[src/rtl/demux_router.sv]
// demux_router: routes one tagged input stream to NUM_OUT channels.
// Each channel owns a one-entry holding register with valid/ready.
module demux_router #(
    parameter int NUM_OUT = 32,
    parameter int DW      = 2,
    parameter int SW      = 5,
    parameter int CNT_W   = 8
) (
    input  logic                  clk,
    input  logic                  rst,
    input  logic                  in_valid,
    output logic                  in_ready,
    input  logic [SW-1:0]         in_sel,
    input  logic [DW-1:0]         in_data,
    output logic [NUM_OUT-1:0]    out_valid,
    input  logic [NUM_OUT-1:0]    out_ready,
    output logic [NUM_OUT*DW-1:0] out_data,
    output logic [CNT_W-1:0]      drop_cnt,
    output logic                  busy
);

    logic [NUM_OUT-1:0]    vld;
    logic [NUM_OUT*DW-1:0] dat;
    logic [NUM_OUT-1:0]    hit;
    logic                  in_range;
    logic                  sel_vld;
    logic                  sel_rdy;
    logic                  acc;

    // Decode the select into a one-hot channel hit and pick its state.
    always_comb begin
        in_range = 32'(in_sel) < NUM_OUT;
        hit      = '0;
        sel_vld  = 1'b0;
        sel_rdy  = 1'b0;
        for (int i = 0; i < NUM_OUT; i++) begin
            if (in_sel == SW'(i)) begin
                hit[i]  = 1'b1;
                sel_vld = vld[i];
                sel_rdy = out_ready[i];
            end
        end
    end

    // Out-of-range beats are always taken (and discarded).
    assign in_ready = !in_range || !sel_vld || sel_rdy;
    assign acc      = in_valid && in_ready;

    // Per-channel holding registers: push wins over pop.
    always_ff @(posedge clk or posedge rst) begin
        if (rst) begin
            vld <= '0;
            dat <= '0;
        end else begin
            for (int i = 0; i < NUM_OUT; i++) begin
                if (acc && hit[i]) begin
                    vld[i]          <= 1'b1;
                    dat[i*DW +: DW] <= in_data;
                end else if (out_ready[i]) begin
                    vld[i] <= 1'b0;
                end
            end
        end
    end

    // Saturating count of beats discarded for an out-of-range select.
    always_ff @(posedge clk or posedge rst) begin
        if (rst) begin
            drop_cnt <= '0;
        end else if (acc && !in_range && drop_cnt != {CNT_W{1'b1}}) begin
            drop_cnt <= drop_cnt + 1'b1;
        end
    end

    assign out_valid = vld;
    assign out_data  = dat;
    assign busy      = |vld;

endmodule

[config.mk]
export PLATFORM = sky130hd
export DESIGN_NAME = demux_router
export DESIGN_NICKNAME = d
export VERILOG_FILES = /design/src/rtl/demux_router.sv
export SDC_FILE = /design/constraint.sdc
export NUM_CORES = 1
export LEC_CHECK = 0
export ABC_CLOCK_PERIOD_IN_PS = 3120
export BUFFER_PORTS_ARGS = -buffer_cell sky130_fd_sc_hd__buf_2
export CAP_MARGIN = 30
export CELL_PAD_IN_SITES_DETAIL_PLACEMENT = 1
export CELL_PAD_IN_SITES_GLOBAL_PLACEMENT = 1
export CORE_UTILIZATION = 34
export DETAILED_ROUTE_END_ITERATION = 12
export HOLD_SLACK_MARGIN = 0.05
export MAX_ROUTING_LAYER = met4
export PLACE_DENSITY_LB_ADDON = 0.1
export SYNTH_ARGS = -nofsm -noshare
export SYNTH_HDL_FRONTEND = slang
export SYNTH_SLANG_ARGS = --single-unit
export TNS_END_PERCENT = 50
[constraint.sdc]
create_clock -name clk -period 3.12 [get_ports clk]
set_clock_uncertainty 0.2 [all_clocks]
set_input_delay 0.468 -clock clk [delete_from_list [all_inputs] [get_ports clk]]
set_output_delay 0.468 -clock clk [all_outputs]
set_load 0.03 [all_outputs]
# Yosys cells after proc, flatten, opt, wreduce, memory -nomap -nowiden
# Cells that the tools add are included.
# word_totals
input_bits,42
output_inout_bits,106
regBits,96
# op_classes
muxes,160
reduce_logical,69
eq_ne,31
# op_table
op,count
2-to-1 mux 1 bit,160
== test 5 bit (second input constant),16
nonzero test 2 bit,32
== test 5 x 4 -> 1 bit (second input constant),8
logical AND 1 bit,33
OR reduction 32 bit,1
== test 5 x 3 -> 1 bit (second input constant),4
== test 5 x 2 -> 1 bit (second input constant),2
== test 5 x 1 -> 1 bit (second input constant),1
zero test 5 bit,1
zero test 1 bit,1
logical OR 1 bit,1

# Logic depth before layout (Yosys ltp)
# Gate-level depths: netlist of the first run.
# logic_depth
word_depth,38
ltp_mapped,13
ltp_nobuf,8

# Worst setup path before layout of the first run
# OpenSTA, ideal clock, no wires.
# synth_path
path_kind,in2out
startpoint,in in_sel[4]
endpoint,out in_ready
required_ns,2.452
slack_ns,-0.039
cell_stages,10
arrival_time_ns,2.491
path_cell_list,buf_6 -> or3_1 -> buf_2 -> nor3b_1 -> a221oi_1 -> a21oi_1 -> o32ai_2 -> and2_1 -> buf_4 -> o22ai_1
# synth_between
elab_chain_cells,35
# synth_rtl
element,line,source
start: declaration,13,"input logic [SW-1:0] in_sel,"
zero test 5 bit,37,if (in_sel == SW'(i)) begin
2-to-1 mux 1 bit (32 in a row),37,
zero test 1 bit,46,assign in_ready = !in_range || !sel_vld || sel_rdy;
logical OR 1 bit (*),46,
end: declaration,12,"output logic in_ready,"
# Every way passes the cells marked *; elsewhere a longest branch is shown, timed or not.

# Worst setup path in the final report of the first run
# layout_path
startpoint,in in_sel[3]
endpoint,out in_ready
# Same word-level chain as after synthesis.

==> metrics, run 1 <==
outcome=complete, no violations; Diodes inserted=0; area share of the largest cell type after synthesis=48.8%; critical path class=in2out; Worst slew margin=56.8%; Final #Nets=700; maximum vdd drop=304 µV; Post-synth top cells=dfrtp_1 (96), mux2_1 (40), inv_1 (34); RSZ-0062 raised after global routing=yes; Max Fclk=326 MHz; CTS tree=done; DIE AREA=15,000 µm²; Area contributors post-synth=dfrtp_1 (49%), mux2_1 (9.1%), mux2_2 (6.4%); routed vias/inst=5.21; I/O pins=148; PortBufs=139; CP Launch Type=input pin; htree depth=3; met3 global-route usage=4.60%; layout cells sized above 1=48.0%; Max Cap Viol=0; Sink Count=96; min cycle time layout=3.07 ns; Hold WS=0.0493 ns; initial antenna violation count=0; area grow syn2layout=39.9%; grt peak-use layer=met2; Post-synth EDFFs=0; CORE AREA=14,000 µm²; Synthesis Warnings=0; total track usage=24.5%; std cell rows=43; post-detail-place hpwl=12,600 µm; leakage power=0.00355 µW; cell area after synthesis=4930 µm²; CTS max path bufs=2; clock latency on the worst-skew pair=0.35 ns; DRT antenna net count=0; Final Cycle Share=98.5%; worst-path fanout max=5; Overflow after GRT=0; Synth Register Bits=96; post-route core utilization=49.3%; async set-reset flop share out of synthesis=100%; Crit. End Element=output pin; fin cells=843; Cells after Synth=450; sequential area share after synthesis=48.8%; GPL Wtd Cong=0.872; met2 Usage GRT=39.3%; first-pass GRT wire length=26,500 µm; Die Y=122 µm; Initial Util=35.2%; total CTS buffers=9; drt wl/cell=20.0 µm; Hold Crit Class=in2async; Critical Path RT=2.45 ns; Final Setup Violations=0; CTS clk-pin slew, worst paths=0.07 ns; Yosys top cell by area=dfrtp_1; via count=4,388; largest net degree at the start of global routing=97; First DRT Iteration DRCs=145; met1 Track Usage GR=31.4%; most instantiated library cell after synthesis=dfrtp_1; syn_area_per_cell=10.9 µm²; Chip Width=122 µm; vias in the first global route=4,696; Distinct cells, synth=62; Worst Tran Pin Value=0.648 ns; DRC Markers=0; Root Driver=clkbuf_16; Hold Vio Cnt, Final=0; final-report max-slew violation count=0; cts hold-fix bufs=0; aggregate routed wire length=16,900 µm; Worst EP arrival=2.40 ns; placed cell count=821; pwr/cell area=563 nW/µm²; Primary FF master, synth=dfrtp_1; DR pass1 iterations=4
==> stage by stage <==
step / total power, µW / area [µm²] / setup slack, ns / setup TNS, ns
final: 3880 / 6890 / 0.0478 / 0
after global routing: 4070 / 6890 / -0.0218 / -0.0218
after CTS: 3900 / 6750 / -0.0132 / -0.0429
after detailed placement: 2720 / 6320 / -0.346 / -17.00
after global placement: 2690 / 6320 / -0.311 / -14.30
after floorplan: 2300 / 4960 / -0.0393 / -0.0393
==> state kept, by name (all words and copies together), names as in the netlist <==
register,count
out_valid,32
out_data,64
==> routing by layer <==
metal  share of wire (%)  vias to the layer above
li1                    -                     2030
met3                 4.8                       26
met5                   0                        -
met4                 2.1                        0
met1                  45                     2199
met2                  48                      133
==> cell usage in the layout (no fill, tap or decap), drive strengths merged, types with 8 or more instances in the layout <==
cell,n
nand2b,9
mux2,68
inv,33
nand3,11
nor4,8
conb,8
a21oi,11
buf,227
a21o,14
clkbuf,13
o22ai,10
nor3,27
o21ai,25
nand2,14
nor2,12
dfrtp,96
==> kinds of logic (layout without fill, tap and decap cells) <==
family / count (synthesis) / after routing / synth area share [%]
AND/OR/NAND/NOR: 118 / 118 / 14.7
flip-flops: 96 / 96 / 48.8
AO/OA/AOI/OAI: 89 / 89 / 12.7
multiplexers: 74 / 74 / 16.8
buffers and inverters: 72 / 278 / 7.01
other: 1 / 8 / 0.0761
==> critical path: stages <==
cell	delay, ns
buf_8	0.10
or3_4	0.41
a2111oi_4	0.31
o221ai_2	0.16
a2111o_1	0.46
nand3_2	0.10
and2_4	0.17
o22ai_4	0.07
buf_6	0.15
==> layout make-up <==
| class | count | area [µm²] |
|---|---|---|
| Fill cell | 1599 | 7100 |
| Multi-Input combinational cell | 289 | 2340 |
| Sequential cell | 96 | 2400 |
| Clock inverter | 4 | 52.6 |
| Clock buffer | 12 | 256 |
| Inverter | 34 | 131 |
| Tap cell | 180 | 225 |
| Timing Repair Buffer | 228 | 1480 |
==> report_power, final <==
| group | switching [µW] | internal, µW | total [µW] | leakage [µW] |
|---|---|---|---|---|
| registers | 107 | 1440 | 1540 | 0.00127 |
| logic | 771 | 418 | 1190 | 0.00213 |
| clock network | 483 | 667 | 1150 | 0.000153 |
| total | 1360 | 2520 | 3880 | 0.00355 |
==> path summary, 6_finish.rpt <==
check,cells past startpoint,startpoint,slack [ns],to
max,9,in_sel[3],0.05,in_ready
min,3,rst,0.05,out_data[8]
max reg2reg,9,out_valid[3],0.23,out_data[57]
min reg2reg,1,out_data[43],0.28,out_data[43]
max in group asynchronous,3,rst,2.26,out_valid[31]
min in group clk,2,out_ready[7],0.11,out_valid[7]
==> timing repair <==
item | in CTS | in global routing
endpoints found under the setup margin | 1 | 51
gates resized for setup | 22 | 28
pin swaps | 8 | 14
gates cloned | 0 | 1
buffers inserted | 3 | 2
Power figures use the tool's default switching activity.
==> inputs of run 2 (changes only) <==
--- a/config.mk
+++ b/config.mk
@@ -11,7 +11,9 @@
 export CELL_PAD_IN_SITES_DETAIL_PLACEMENT = 1
 export CELL_PAD_IN_SITES_GLOBAL_PLACEMENT = 1
 export CORE_UTILIZATION = 34
+export CTS_BUF_LIST = sky130_fd_sc_hd__clkbuf_8
 export DETAILED_ROUTE_END_ITERATION = 12
+export GPL_ROUTABILITY_DRIVEN = 1
 export HOLD_SLACK_MARGIN = 0.05
 export MAX_ROUTING_LAYER = met4
 export PLACE_DENSITY_LB_ADDON = 0.1
==> run 2 against run 1 <==
Effect of this change:
- setup slack improved by 0.017 ns
- via count increased by 0.52%
- non-clock buffer count increased by 5
- combinational power about the same
- final cell count increased by 0.59%
- largest power group unchanged
==> metrics, run 2 (synthesis gave the netlist of run 1 again) <==
Max Fclk=327 MHz (was 326 MHz); GPL Wtd Cong=0.872 (unchanged); PortBufs=139 (unchanged); htree depth=3 (unchanged); Diodes inserted=0 (unchanged); I/O pins=148 (unchanged); area grow syn2layout=41.0% (was 39.9%); CTS max path bufs=2 (unchanged); Root Driver=clkbuf_8 (was clkbuf_16); min cycle time layout=3.06 ns (was 3.07 ns); DR pass1 iterations=5 (was 4); Final Cycle Share=97.9% (was 98.5%); leakage power=0.00360 µW (was 0.00355 µW); Crit. End Element=output pin (unchanged); CTS tree=done (unchanged); post-detail-place hpwl=12,600 µm (unchanged); CORE AREA=14,000 µm² (unchanged); initial antenna violation count=0 (unchanged); Largest register FFs=64 (unchanged); CP Launch Type=input pin (unchanged); most common cell after layout, fill and taps aside=buf_2 (unchanged); First DRT Iteration DRCs=142 (was 145); layout cells sized above 1=49.1% (was 48.0%); Hold Crit Class=in2reg (was in2async); total track usage=24.4% (was 24.5%); std cell rows=43 (unchanged); outcome=complete, no violations (unchanged); fin cells=848 (was 843); maximum vdd drop=283 µV (was 304 µV); Overflow after GRT=0 (unchanged); critical path class=in2out (unchanged); pwr/cell area=523 nW/µm² (was 563 nW/µm²); Final Setup Violations=0 (unchanged); Sink Count=96 (unchanged); clock latency on the worst-skew pair=0.38 ns (was 0.35 ns); RSZ-0062 raised after global routing=no (was yes); Max Cap Viol=0 (unchanged); Worst EP arrival=2.39 ns (was 2.40 ns); setup TNS=0 ns (unchanged); DRT antenna net count=0 (unchanged); DRC Markers=0 (unchanged); worst-path fanout max=5 (unchanged); aggregate routed wire length=16,900 µm (about the same); Final #Nets=705 (was 700); CTS clk-pin slew, worst paths=0.09 ns (was 0.07 ns); Hold Vio Cnt, Final=0 (unchanged); Worst slew margin=57.4% (was 56.8%); Die Y=122 µm (unchanged); largest net degree at the start of global routing=97 (unchanged); post-layout power=3630 µW (was 3880 µW); vias in the first global route=4,753 (was 4,696); total CTS buffers=9 (unchanged); via count=4,411 (was 4,388); first-pass GRT wire length=26,500 µm (unchanged); final-report max-slew violation count=0 (unchanged); DIE AREA=15,000 µm² (unchanged); fillers=1,577 (was 1,599); Worst Tran Pin Value=0.639 ns (was 0.648 ns); drt wl/cell=19.9 µm (was 20.0 µm); Critical Path RT=2.45 ns (about the same); most frequent cells in the layout=buf_2 (133), dfrtp_1 (96), buf_4 (81) (was buf_2 (134), dfrtp_1 (96), buf_4 (82)); routed vias/inst=5.20 (was 5.21); Chip Width=122 µm (unchanged); Initial Util=35.2% (unchanged); placed cell count=821 (unchanged); Hold WS=0.0830 ns (was 0.0493 ns)
## run 2: changes by cell type in the layout (fill, tap and decap cells not counted), moves of 2 or more
cell       change
buf_6          +8
mux2_1         -2
clkbuf_8       +9
a21oi_2        -2
buf_8          -4
nor3_2         -8
clkbuf_16      -9
nor3_4         +8
mux2_4         +2
buf_12         +2
o21ai_1        -2
## run 2: layout make-up
| type | instances | area, µm² | area share, % |
|---|---|---|---|
| flip-flops and latches | 96 | 2400 | 34.6 |
| clock inverters | 5 | 56.3 | 0.811 |
| inverters | 34 | 131 | 1.89 |
| well taps | 180 | 225 | 3.24 |
| multi-input cells | 289 | 2430 | 35.0 |
| repair buffers | 233 | 1550 | 22.3 |
| clock buffers | 11 | 151 | 2.18 |
## run 2: routing by layer
metal / GRT usage (%) / part of all wire [%] / vias up
li1: - / - / 2029
met1: 31.3 / 45 / 2239
met2: 39.7 / 49 / 123
met3: 3.07 / 3.7 / 20
met4: 8.31 / 1.8 / 0
met5: - / 0 / -
## run 2: final timing paths
path	start	end	slack [ns]	cells past startpoint
worst max-delay path	in_sel[3]	in_ready	0.06	9
worst min register to register	out_data[0]	out_data[0]	0.29	1
min in group asynchronous	rst	out_data[8]	0.57	4
worst min-delay path	out_ready[7]	out_valid[7]	0.08	2
max in group asynchronous	rst	out_data[14]	1.73	4
worst max register to register	out_valid[16]	out_data[17]	0.22	11
## run 2: critical path, stage by stage
cell and delay (ns):
buf_6 0.11, or3b_4 0.42, o32ai_4 0.28, o221ai_2 0.16, a2111o_1 0.46, nand3_2 0.11
and2_4 0.17, o22ai_4 0.07, buf_6 0.15
## run 2: timing repair
| action | 4_1_cts | 5_1_grt |
|---|---|---|
| pin swaps | 8 | 17 |
| hold buffers | 1 | 0 |
| endpoints found under the hold margin | 45 | 0 |
| buffers inserted | 7 | 2 |
| resized for setup | 22 | 45 |
| endpoints found under the setup margin | 1 | 49 |
| gates cloned | 0 | 1 |
## run 2: stage by stage
stage,instance area [µm²],worst slack [ns],util (%)
6_report,6950,0.0649,49.7
5_1_grt,6950,0.00580,49.7
4_1_cts,6710,0.00208,47.9
3_5_place_dp,6320,-0.346,45.2
3_3_place_gp,6320,-0.311,45.2
2_1_floorplan,4960,-0.0393,-
## run 2: report_power, final
group	internal [µW]	total, µW	switching, µW	leakage [µW]
Combinational	438	1220	786	0.00222
Clock	413	868	455	0.000111
Sequential	1440	1540	106	0.00127
==> inputs of run 3 (changes only) <==
--- a/config.mk
+++ b/config.mk
@@ -6,13 +6,12 @@
 export NUM_CORES = 1
 export LEC_CHECK = 0
 export ABC_CLOCK_PERIOD_IN_PS = 3120
-export BUFFER_PORTS_ARGS = -buffer_cell sky130_fd_sc_hd__buf_2
-export CAP_MARGIN = 30
 export CELL_PAD_IN_SITES_DETAIL_PLACEMENT = 1
 export CELL_PAD_IN_SITES_GLOBAL_PLACEMENT = 1
 export CORE_UTILIZATION = 34
-export CTS_BUF_LIST = sky130_fd_sc_hd__clkbuf_8
+export CTS_BUF_LIST = sky130_fd_sc_hd__clkbuf_16
 export DETAILED_ROUTE_END_ITERATION = 12
+export DONT_BUFFER_PORTS = 1
 export GPL_ROUTABILITY_DRIVEN = 1
 export HOLD_SLACK_MARGIN = 0.05
 export MAX_ROUTING_LAYER = met4
==> run 3 against run 2 <==
Effect of this change:
- critical path depth fell by 1
- utilization fell by 7.7 points
- design area fell by 15%
- first-iteration DRC count rose by 57%
- combinational power fell by 61%
- sequential share of layout area rose by 6.4 points
- global-route usage fell by 0.24 points
- routed wire length fell by 1.9%
- sequential cell count did not move
- non-clock buffer count fell by 163
- critical path type unchanged
- critical endpoint unchanged
- largest power group unchanged
- highest routed layer unchanged
==> metrics, run 3 (synthesis gave the netlist of run 1 again) <==
outcome=complete, no violations (unchanged); Worst path slowest cell=o32ai_2 (was a2111o_1); worst-path fanout max=50 (was 5); total CTS buffers=9 (unchanged); First DRT Iteration DRCs=223 (was 142); DRC Markers=0 (unchanged); vias in the first global route=4,305 (was 4,753); Final Setup Violations=0 (unchanged); fin cells=686 (was 848); Worst Tran Pin Value=0.899 ns (was 0.639 ns); Worst EP arrival=2.37 ns (was 2.39 ns); I/O pins=148 (unchanged); CTS max path bufs=2 (unchanged); post-detail-place hpwl=11,900 µm (was 12,600 µm); Final Cycle Share=97.5% (was 97.9%); critical path class=in2out (unchanged); leakage power=0.00270 µW (was 0.00360 µW); total track usage=24.1% (was 24.4%); Max Cap Viol=0 (unchanged); DRT antenna net count=0 (unchanged); clock latency on the worst-skew pair=0.35 ns (was 0.38 ns); GPL Wtd Cong=0.859 (was 0.872); placed cell count=644 (was 821); Placed Area=5310 µm² (was 6320 µm²); pwr/cell area=587 nW/µm² (was 523 nW/µm²); cell internal pwr=2200 µW (was 2290 µW); CORE AREA=14,000 µm² (unchanged); combinational power share=13.7% (was 33.7%); layout cells sized above 1=25.1% (was 49.1%); final-report max-slew violation count=0 (unchanged); area grow syn2layout=19.2% (was 41.0%); Initial Util=35.2% (unchanged); final worst slack=0.0773 ns (was 0.0649 ns); drt wl/cell=24.2 µm (was 19.9 µm); Hold Crit Class=in2reg (unchanged); area of the multi-input gates=2240 µm² (was 2430 µm²); sw frac=36.2% (was 37.1%); cell area after layout=5870 µm² (was 6950 µm²); most common cell after layout, fill and taps aside=dfrtp_1 (was buf_2); Critical Path RT=2.45 ns (about the same); routed vias/inst=5.56 (was 5.20); Crit. End Element=output pin (unchanged); most frequent cells in the layout=dfrtp_1 (91), buf_4 (46), mux2_1 (40) (was buf_2 (133), dfrtp_1 (96), buf_4 (81)); Root Driver=clkbuf_16 (was clkbuf_8); Die Y=122 µm (unchanged); Hold WS=0.0631 ns (was 0.0830 ns); htree depth=3 (unchanged); min cycle time layout=3.04 ns (was 3.06 ns); fillers=1,548 (was 1,577); Place WS=-0.142 ns (was -0.346 ns); PortBufs=0 (was 139); via count=3,817 (was 4,411); Sw Pwr=1250 µW (was 1350 µW); CP Launch Type=input pin (unchanged); cell chain of the critical path=or2_4, a221o_1, a211oi_2, o311ai_2, o32ai_2, and2_4, o22ai_2, buf_6 (was buf_6, or3b_4, o32ai_4, o221ai_2, a2111o_1, nand3_2, and2_4, o22ai_4, buf_6); first-pass GRT wire length=25,500 µm (was 26,500 µm); Worst slew margin=39.9% (was 57.4%); FF/Latch Area=2410 µm² (was 2400 µm²); Max Fclk=329 MHz (was 327 MHz); DIE AREA=15,000 µm² (unchanged); DR pass1 iterations=4 (was 5); aggregate routed wire length=16,600 µm (was 16,900 µm); std cell rows=43 (unchanged); Chip Width=122 µm (unchanged); initial antenna violation count=1 (was 0); Worst path max stage delay=0.41 ns (was 0.46 ns); setup TNS=0 ns (unchanged); Final #Nets=542 (was 705); maximum vdd drop=345 µV (was 283 µV); Overflow after GRT=0 (unchanged); Clock power frac=29.6% (was 23.9%); Hold Vio Cnt, Final=0 (unchanged); largest net degree at the start of global routing=59 (was 97); Sink Count=96 (unchanged); CTS clk-pin slew, worst paths=0.06 ns (was 0.09 ns); CTS tree=done (unchanged); Largest register FFs=64 (unchanged); sequential share of power=56.7% (was 42.4%)
-- run 3: cell types whose count changed in the layout (fill, tap and decap cells not counted), moves of 3 or more --
cell | previous run | this run
nor3_2 | 4 | 10
or3b_4 | 3 | 0
nor3_4 | 8 | 0
buf_12 | 5 | 1
buf_6 | 11 | 1
o21ai_0 | 21 | 24
dlygate4sd3_1 | 1 | 22
clkbuf_16 | 1 | 9
dfrtp_1 | 96 | 91
buf_4 | 81 | 46
buf_2 | 133 | 0
dfrtp_2 | 0 | 5
clkbuf_8 | 11 | 0
-- run 3: per-layer routing --
metal | up-vias | track usage (%) | routed length (µm)
li1 | 1713 | - | -
met1 | 1951 | 30.2 | 7250
met2 | 124 | 37.4 | 7820
met3 | 29 | 5.02 | 956
met4 | 0 | 11.3 | 545
met5 | - | - | 0
-- run 3: stage by stage --
step	util, %	power [µW]
floorplan	-	2300
global placement	38.0	2400
detailed placement	38.0	2420
CTS	41.6	3480
global route	42.0	3600
finish	42.0	3440
-- run 3: path summary, 6_finish.rpt --
path,cells after the start,slack [ns],end,from
worst max-delay path,8,0.08,in_ready,in_sel[0]
worst min-delay path,1,0.06,out_data[3],in_data[1]
worst max register to register,9,0.30,out_data[9],out_valid[16]
worst min register to register,1,0.39,out_valid[25],out_valid[25]
max in group asynchronous,3,1.36,out_valid[6],rst
min in group asynchronous,2,0.58,out_data[10],rst
-- run 3: power by group through the flow --
stage                     clock network [µW]  registers [µW]  logic [µW]
after floorplan                            0            1950         353
after global placement                     0            1980         421
after detailed placement                   0            1980         434
after CTS                               1050            1960         466
after global routing                    1100            1980         522
final                                   1020            1950         473
-- run 3: repair_timing --
| item | CTS | global route |
|---|---|---|
| gates resized for setup | 4 | 9 |
| pin swaps | 0 | 5 |
| endpoints found under the setup margin | 1 | 1 |
| hold endpoints to repair | 72 | 0 |
| hold buffers | 22 | 0 |
| setup buffers | 0 | 3 |
| cloned | 0 | 0 |
-- run 3: final cells by class --
cell class / instances / area share [%]
Inverter: 34 / 2.24
Antenna cell: 1 / 0.0426
Sequential cell: 96 / 41.0
Multi-Input combinational cell: 289 / 38.2
Timing Repair Buffer: 70 / 10.2
Clock inverter: 7 / 0.661
Tap cell: 180 / 3.84
Clock buffer: 9 / 3.84
-- run 3: critical path, delay by kind of cell --
| kind | cells | cell delay [ns] |
|---|---|---|
| buf+inv | 1 | 0.15 |
| simple gates | 2 | 0.47 |
| compound gates | 5 | 1.29 |
